[config.mk]
export PLATFORM = sky130hd
export DESIGN_NAME = nes_joypad_serializer
export DESIGN_NICKNAME = d
export VERILOG_FILES = /design/src/rtl/nes_joypad_serializer.sv
export SDC_FILE = /design/constraint.sdc
export NUM_CORES = 1
export LEC_CHECK = 0
export CORE_ASPECT_RATIO = 2
export CORE_MARGIN = 2
export CORE_UTILIZATION = 40
export CTS_CLUSTER_SIZE = 30
export DETAILED_ROUTE_END_ITERATION = 6
export PLACE_DENSITY = 0.57
export REMOVE_ABC_BUFFERS = 1
export SLEW_MARGIN = 0
export SYNTH_ARGS = -nofsm -noshare
export SYNTH_HDL_FRONTEND = slang
export SYNTH_SLANG_ARGS = --single-unit
[constraint.sdc]
create_clock -name i_clk -period 1.9 [get_ports i_clk]
set_clock_uncertainty 0.1 [all_clocks]
set_input_delay 0.38 -clock i_clk [delete_from_list [all_inputs] [get_ports i_clk]]
set_output_delay 0.38 -clock i_clk [all_outputs]
set_load 0.005 [all_outputs]
[src/rtl/nes_joypad_serializer.sv]
// NES $4016/$4017 controller port: resynchronises the USB button word, emulates the
// 4021 latch/shift register and converts a long reset-button hold into a reset pulse.
module nes_joypad_serializer #(
  parameter int unsigned C_clk_hz             = 25000000,
  parameter int unsigned C_reset_hold_ms      = 500,
  parameter int unsigned C_reset_pulse_cycles = 16,
  parameter logic        C_fill_bit           = 1'b1
) (
  input  logic       i_clk,
  input  logic       i_rst_n,
  input  logic [8:0] i_btn,
  input  logic       i_strobe,
  input  logic       i_read,
  output logic       o_data,
  output logic [8:0] o_btn_sync,
  output logic       o_reset
);

  localparam int unsigned N  = C_clk_hz / 1000 * C_reset_hold_ms;
  localparam int          CW = $clog2(N + 1);
  localparam int          PW = $clog2(C_reset_pulse_cycles + 1);
  localparam logic [CW-1:0] CNT_LAST   = CW'(N - 1);
  localparam logic [PW-1:0] PULSE_LAST = PW'(C_reset_pulse_cycles - 1);

  typedef enum logic [1:0] {IDLE, COUNT, FIRE, WAIT_RELEASE} state_t;

  logic [8:0]    sync1_q, sync2_q, prev_q, btn_sync_q, btn_sync_d;
  logic          strobe_q;
  logic [7:0]    sr_q, sr_d;
  state_t        state_q, state_d;
  logic [CW-1:0] cnt_q, cnt_d;
  logic [PW-1:0] pcnt_q, pcnt_d;
  logic          reset_q;
  logic          latch;

  // The word is only accepted once two consecutive synchronised samples agree,
  // so a multi-bit change caught mid-transition never reaches the core.
  always_comb begin
    btn_sync_d = btn_sync_q;
    if (sync2_q == prev_q) btn_sync_d = sync2_q;
  end

  // A read landing on the strobe falling edge still sees the latch as open.
  assign latch = i_strobe | strobe_q;

  always_comb begin
    sr_d = sr_q;
    if (latch)       sr_d = btn_sync_q[7:0];
    else if (i_read) sr_d = {C_fill_bit, sr_q[7:1]};
  end

  always_comb begin
    state_d = state_q;
    cnt_d   = cnt_q;
    pcnt_d  = pcnt_q;
    case (state_q)
      IDLE: begin
        if (btn_sync_q[8]) begin
          state_d = COUNT;
          cnt_d   = '0;
        end
      end
      COUNT: begin
        if (!btn_sync_q[8]) begin
          state_d = IDLE;
        end else if (cnt_q == CNT_LAST) begin
          state_d = FIRE;
          cnt_d   = '0;
          pcnt_d  = '0;
        end else begin
          cnt_d = cnt_q + 1'b1;
        end
      end
      FIRE: begin
        if (pcnt_q == PULSE_LAST) state_d = WAIT_RELEASE;
        else                      pcnt_d  = pcnt_q + 1'b1;
      end
      WAIT_RELEASE: begin
        if (!btn_sync_q[8]) state_d = IDLE;
      end
      default: state_d = IDLE;
    endcase
  end

  always_ff @(posedge i_clk or negedge i_rst_n) begin
    if (!i_rst_n) begin
      sync1_q    <= '0;
      sync2_q    <= '0;
      prev_q     <= '0;
      btn_sync_q <= '0;
      strobe_q   <= 1'b0;
      sr_q       <= '0;
      state_q    <= IDLE;
      cnt_q      <= '0;
      pcnt_q     <= '0;
      reset_q    <= 1'b0;
    end else begin
      sync1_q    <= i_btn;
      sync2_q    <= sync1_q;
      prev_q     <= sync2_q;
      btn_sync_q <= btn_sync_d;
      strobe_q   <= i_strobe;
      sr_q       <= sr_d;
      state_q    <= state_d;
      cnt_q      <= cnt_d;
      pcnt_q     <= pcnt_d;
      reset_q    <= (state_d == FIRE);
    end
  end

  assign o_data     = sr_q[0];
  assign o_btn_sync = btn_sync_q;
  assign o_reset    = reset_q;

endmodule

==> results of run 1 <==
-- area by class of cell --
class,count,share of cell area (%)
flip-flops and latches,77,44.2
clock buffers,9,5.16
well taps,96,2.75
repair buffers,73,14.5
inverters,4,0.344
clock inverters,6,2.04
multi-input cells,184,31.0
-- cell families (layout without fill, tap and decap cells) --
group,count (synthesis),after routing,synth area share [%]
flip-flops,77,77,59.7
AO/OA/AOI/OAI,52,52,10.5
buffers and inverters,16,92,2.40
multiplexers,18,18,6.09
AND/OR/NAND/NOR,94,94,15.6
adder cells (fa/ha/maj),3,3,1.16
XOR/XNOR,17,17,4.61
-- routing by layer --
metal,part of all wire [%],track usage [%],vias to the layer above
li1,-,-,1144
met1,35,18.7,1192
met2,56,31.1,59
met3,3.7,5.14,24
met4,4.3,12.6,0
met5,0,0,-
-- synthesized netlist by cell type (2+ instances only) --
cell	instances	area share (%)
a21oi_1	6	0.93
a31oi_1	19	3.7
a41oi_1	3	0.81
and2_1	2	0.39
and3_1	5	0.97
and4_1	6	1.6
buf_1	2	0.23
buf_6	2	0.70
clkbuf_1	6	0.70
dfrtp_1	77	60
ha_1	3	1.2
inv_1	4	0.46
mux2_2	9	3.1
mux2i_1	8	2.5
nand2_1	28	3.3
nand2b_1	5	0.97
nand3_1	9	1.4
nand4_1	6	1.2
nor2_1	14	1.6
nor3_1	5	0.78
nor4_1	4	0.78
o21ai_0	15	2.3
o2bb2ai_1	3	0.81
or2_2	3	0.58
xnor2_1	12	3.3
xor2_1	5	1.4
-- path summary, 6_finish.rpt --
path	start	to	slack (ps)	cells past startpoint
min in group asynchronous	i_rst_n	sr_q[2]	390	2
worst min-delay path	sync1_q[2]	sync2_q[2]	250	0
worst min register to register	sync1_q[2]	sync2_q[2]	250	0
max in group asynchronous	i_rst_n	cnt_q[19]	780	3
worst max register to register	cnt_q[14]	pcnt_q[0]	-20	5
worst max-delay path	cnt_q[14]	pcnt_q[0]	-20	5
-- stage by stage --
step                std cells  TNS, ps  area, um^2  util [%]
floorplan                 265    -2430        3170         -
global placement          432     -179        3890      49.3
detailed placement        432     -742        3890      49.3
CTS                       448     -580        4220      53.5
global route              449    -1740        4360      55.3
finish                    449    -25.8        4360      55.3
-- where the power goes --
group / switching, mW / internal (mW)
sequential: 0.0415 / 1.71
clock: 0.660 / 1.14
combinational: 0.144 / 0.143
-- sequential cells by signal (all words and copies together), names as in the netlist --
name	count
sync1_q	9
o_reset	1
cnt_q	24
o_btn_sync	9
prev_q	9
state_q	2
pcnt_q	5
sr_q	8
sync2_q	9
strobe_q	1
-- critical path: cells and delay by family, from the launching register on --
kind,cells,cell delay [ps]
compound gates,1,230
flops,1,410
mux,1,250
simple gates,3,810
-- repair_timing --
item / in CTS / in global routing
pin swaps: 5 / 10
resized for setup: 2 / 25
gates cloned: 0 / 0
buffers inserted: 0 / 1
endpoints found under the setup margin: 23 / 29
hold buffers: 1 / 0
hold endpoints to repair: 24 / 0
==> flow_summary.ini, run 1 <==
[timing]
period_needed_ps = 1920
drv_slew = 0
hold_slack_ps = 247
hold_viol = 0
worst_pin_slew_ps = 431
finalWorstSetupSlack_ps = -15.1
setup_viol = 2
rsz0062_at_grt = yes
slew-limit-headroom_pct = 71.3
fmaxAchievable_mhz = 522
fin_crit_sh_pct = 101

[synth]
synth_edf_count = 0
ys.flop_type = dfrtp_1
synthDistinctLibCells = 42
synth.avg_cell_area_um2 = 11.7
synthCells = 277
ys_seq_area_share_pct = 59.7
ys_async_sr_fraction_pct = 100
netlist_area_um2 = 3230
yosysWarnings = 0
synth-seq-cells = 77

[global_routing]
grt_pass1_vias = 2510
grt_start_max_net_pins = 38
antenna_found_initial = 0
grt_overflow = 0
grt_first_pass_wirelength_mm = 11.7
grt_usage_pct = 18.3

[pwr]
peakVddDrop_v = 0.000483
finalPower_mw = 3.84
p_leak_nw = 1.93
powerDensity_nw_per_um2 = 879

[route]
drtPass1Iterations = 4
wl_mm = 7.15
drt_iter0_drc = 89
vias = 2419
wire_per_inst_um = 15.9
viasPerCell = 5.39
route.detailed.drc = 0
antenna_left = 0

[cells_and_area]
register_area_um2 = 1930
diodes = 0
syn_to_final_growth_pct = 35.1
fillers = 689
final_common_cell = dfrtp_1
drive_gt1_share_pct = 28.3
final_cell_mix = 77 x dfrtp_1, 45 x buf_4, 28 x nand2_1
final_nets = 365
multi_input_area_um2 = 1350

[floorplanning]
rows = 46
coreArea_um2 = 7890
chipWidth_um = 67.5
die_y_um = 131
dieArea_um2 = 8850
initial_core_util_pct = 40.9
io_pins = 24

[placement]
place_ws_ps = -82.4
place_congestion = 0.848
dp_hpwl_mm = 5.08
io_buffers = 23

[worst_setup_path]
cp.required_ps = 2030
max_stage_delay_ps = 410
crit_type = reg2reg
cp-end-kind = flop
cpMaxStageDelayCell = dfrtp_1
start_kind = flop
crit_path_cell_trace = nor4b_4 -> nand4b_1 -> or3_4 -> o21a_4 -> mux2_4
cp.arrival_ps = 2040
crit_fanout = 6

[cts]
cts_tree = built
clk_path_buf_depth = 2
clkLatencyLatePin_ps = 340
root_buffer = clkbuf_16
cts_buffers = 9
path_clk_slew_ps = 60
clock-sinks = 77
htreeDepth = 3

[status]
violations = negative setup slack
outcome = complete, but fails checks

[worst_hold_path]
hp-class = reg2reg

[job]
max-cap-violations = 0
Note: power is estimated with default switching activity, not from simulation.
==> run 2: changes to the inputs <==
--- a/config.mk
+++ b/config.mk
@@ -5,7 +5,7 @@
 export SDC_FILE = /design/constraint.sdc
 export NUM_CORES = 1
 export LEC_CHECK = 0
-export CORE_ASPECT_RATIO = 2
+export CORE_ASPECT_RATIO = 0.7
 export CORE_MARGIN = 2
 export CORE_UTILIZATION = 40
 export CTS_CLUSTER_SIZE = 30
==> run 2 against run 1 <==
Sequential cell count unchanged; fmax down 1.4%; worst hold slack better by 2.2 ps; worst setup slack worse by 28 ps; total power down 2.3%; count of clock-buffer cells in the layout unchanged; the flow still finishes with violations (negative setup slack); sequential share of layout area up 0.89 points; largest cell class unchanged; via count down 4.7%; critical path type unchanged; die area down 0.36%; first-iteration DRC count up 57%.
==> flow_summary.ini, run 2 (synthesis results as in run 1) <==
[route]
vias = 2306
drt_iter0_drc = 140
viasPerCell = 5.11
antenna_left = 0
route.detailed.drc = 0
wire_per_inst_um = 14.2
drtPass1Iterations = 4
wl_mm = 6.41

[timing]
fin_crit_sh_pct = 102
hold_viol = 0
rsz0062_at_grt = yes
slew-limit-headroom_pct = 70.5
period_needed_ps = 1940
fmaxAchievable_mhz = 515
drv_slew = 0
worst_pin_slew_ps = 441
finalWorstSetupSlack_ps = -42.7
setup_viol = 1

[worst_hold_path]
min_to = sync2_q[3]
min_from = sync1_q[3]
hp-class = reg2reg
whs_path_depth = 0

[cells_and_area]
final_nets = 361
final_common_cell = dfrtp_1
drive_gt1_share_pct = 26.9
top_register = cnt_q
stdcell_count = 451
final_cell_mix = 77 x dfrtp_1, 43 x buf_4, 27 x nand2_1
syn_to_final_growth_pct = 32.4
final_core_util_pct = 54.5
largest_reg_flops = 24
diodes = 0

[worst_setup_path]
start_kind = flop
cp.required_ps = 2010
cp.arrival_ps = 2060
crit_path_cell_trace = nor4_2 -> nand4b_1 -> or3_4 -> o21a_4 -> mux2_4
crit_fanout = 6
max_stage_delay_ps = 390
cpMaxStageDelayCell = dfrtp_1
crit-reg2reg-launch = cnt_q[5]
r2r_slack_ps = -40
crit_type = reg2reg
r2r-end = pcnt_q[0]
r2r_cells = 5
cp-end-kind = flop

[job]
max-cap-violations = 0

[global_routing]
antenna_found_initial = 0
grt_usage_pct = 15.7
grt_pass1_vias = 2110
grt_overflow = 0
grt_start_max_net_pins = 37
grt_first_pass_wirelength_mm = 10.8

[pwr]
peakVddDrop_v = 0.000554
p_leak_nw = 1.89
powerDensity_nw_per_um2 = 876

[placement]
placedCellCount = 430
io_buffers = 23
place_congestion = 0.805
dp_hpwl_mm = 4.39

[floorplanning]
dieArea_um2 = 8820
io_pins = 24
initial_core_util_pct = 41.2
coreArea_um2 = 7840
chipWidth_um = 111
die_y_um = 79.2
rows = 27

[cts]
root_buffer = clkbuf_16
clock-sinks = 77
path_clk_slew_ps = 60
clk_path_buf_depth = 2
htreeDepth = 3
clkLatencyLatePin_ps = 330
cts_buffers = 9
cts_tree = built

[status]
outcome = complete, but fails checks
violations = negative setup slack
==> run 2: changes by cell type in the layout (fill, tap and decap cells not counted), sizes merged <==
cell / previous run / this run
buf: 50 / 46
inv: 4 / 7
bufinv: 2 / 1
clkinv: 2 / 1
==> run 2: critical path: cells and delay by family (launching register included) <==
family	cells	cell delay, ps
multiplexers	1	250
flip-flops	1	390
AND/OR/NAND/NOR	3	860
AO/OA/AOI/OAI	1	230
==> run 2: power breakdown <==
| part | switching, mW | leakage (nW) | internal, mW |
|---|---|---|---|
| clock | 0.692 | 0.145 | 1.04 |
| combinational | 0.134 | 0.734 | 0.134 |
| sequential | 0.0425 | 1.01 | 1.71 |
==> run 2: per-layer routing <==
layer	vias to the layer above	track usage (%)	wire length (um)
li1	1147	-	-
met1	1114	23.9	3420
met2	40	21.0	2670
met5	-	0	0
met3	5	4.73	248
met4	0	5.43	67
==> run 2: layout make-up <==
type	count	area (um^2)
repair buffers	69	596
flip-flops and latches	77	1930
multi-input cells	184	1300
clock inverters	7	82.6
fillers	693	3560
clock buffers	9	225
inverters	4	15.0
well taps	101	126
==> run 2: through the flow <==
| stage | hold slack (ps) | power, mW | setup slack [ps] | instance area [um^2] | TNS [ps] |
|---|---|---|---|---|---|
| 2_1_floorplan | -15.6 | 1.88 | -419 | 3170 | -2430 |
| 3_3_place_gp | 232 | 2.03 | -163 | 3840 | -3000 |
| 3_5_place_dp | 236 | 2.04 | -156 | 3840 | -2930 |
| 4_1_cts | 246 | 3.78 | -62.5 | 4190 | -85.9 |
| 5_1_grt | 254 | 3.92 | -102 | 4280 | -700 |
| 6_report | 249 | 3.75 | -42.7 | 4280 | -42.7 |
==> run 2: worst max path at each step <==
| stage | slack, ps | to | start |
|---|---|---|---|
| floorplan | -420 | cnt_q[16] | o_btn_sync[8] |
| global placement | -160 | pcnt_q[0] | cnt_q[9] |
| detailed placement | -160 | cnt_q[2] | cnt_q[9] |
| CTS | -60 | pcnt_q[0] | cnt_q[5] |
| global route | -100 | pcnt_q[0] | cnt_q[14] |
| finish | -40 | pcnt_q[0] | cnt_q[5] |
==> run 2: what timing repair did <==
item                                   in CTS  in global routing
endpoints found under the hold margin      29                  0
pin swaps                                   6                  5
resized for setup                           4                 15
buffers inserted                            1                  3
hold buffers                                1                  0
setup endpoints to repair                  29                 27
==> RTL change: new RTL, flow settings as in run 1 <==
`C_fill_bit`: 1'b1 -> 1'b0.
--- a/src/rtl/nes_joypad_serializer.sv
+++ b/src/rtl/nes_joypad_serializer.sv
@@ -5,5 +5,5 @@
   parameter int unsigned C_reset_hold_ms      = 500,
   parameter int unsigned C_reset_pulse_cycles = 16,
-  parameter logic        C_fill_bit           = 1'b1
+  parameter logic        C_fill_bit           = 1'b0
 ) (
   input  logic       i_clk,
Check against the original RTL: not equivalent (Yosys sat finds a counterexample within 10 cycles, from zero or initial values and one cycle with i_rst_n low).
==> RTL change against run 1 <==
The run still ends with setup timing left; critical path depth increased by 1; synthesized cell count increased by 1.4%; worst hold slack got worse by 4.5 ps; count of clock-buffer cells in the layout unchanged; design area decreased by 1.9%; power decreased by 0.24%; sequential power about the same; setup slack improved by 13 ps; global-route usage decreased by 0.90 points; wire length decreased by 0.92%; sequential share of layout area increased by 0.87 points; area after synthesis increased by 1.0%; sequential cell count unchanged; critical path type unchanged; critical endpoint is now cnt_q[3].
==> RTL change: results (changes against run 1) <==
status finished with violations; failing checks setup timing; final setup fails 1 (-1); PnR worst setup slack -2.09 ps (+13.0 ps); DRT iter0 DRCs 92 (+3.4%); Hold Crit Start sync1_q[7]; DP Wirelength 5070 um (-0.14%); Non-clock buffers, area share 12.5% (-2.0 points); sw frac 22.0% (-0.033 points); GP Congestion 0.774 (-8.8%); Seq cells 77 (unchanged); Setup Buffers After CTS 2 (+2); Worst slew margin 75.6% (+4.3 points); via count 2,345 (-3.1%); sequential fraction of the synthesis area 59.1% (-0.62 points); Netlist cell types 41 (-2.4%); fillers 704 (+2.2%); Non-clk invs 3 (-1); Compound-Gate Fraction of Synth Area 9.17% (-1.3 points); leakage 1.86 nW (-3.8%); number of global-route vias before repair 2,468 (-1.7%); Post-Synth Adder-Cell Area 1.15% (-0.012 points); Power Dens Cells 894 mW/mm^2 (+1.7%); Tcrit/Tclk final 100% (-0.68 points); Setup TNS Final -2.09 ps (+23.7 ps); syn avg cell area 11.6 sq um (-0.39%); # placed instances 422 (-2.3%); layout cell share with drive strength beyond 1 24.1% (-4.3 points); P_comb 0.250 mW (-13%); all-layer global routing usage 17.4% (-0.90 points); Multi-input gate area 0.00136 sq mm (+0.65%); Area Growth Syn to Fin 31.1%
## RTL change: cell types whose count changed in the layout (fill, tap and decap cells not counted), moves of 4 or more
cell	run 1	this run
a31oi_1	16	9
buf_4	45	32
nand3_1	7	16
nor4_1	4	0
xnor2_1	12	8
xor2_1	5	11
## RTL change: path summary, 6_finish.rpt
| check | slack [ps] | endpoint | cells past startpoint |
|---|---|---|---|
| worst max-delay path | -2 | cnt_q[3] | 6 |
| worst min-delay path | 240 | sync2_q[7] | 0 |
| worst max register to register | -2 | cnt_q[3] | 6 |
| worst min register to register | 240 | sync2_q[7] | 0 |
| max in group asynchronous | 780 | sr_q[0] | 3 |
| min in group asynchronous | 400 | prev_q[7] | 2 |
## RTL change: metal layers
layer	share of wire (%)	vias to the layer above	GRT usage [%]
met2	57	36	30.8
met3	2.4	13	4.11
li1	-	1135	-
met1	38	1161	18.7
met4	2.8	0	7.78
met5	0	-	0
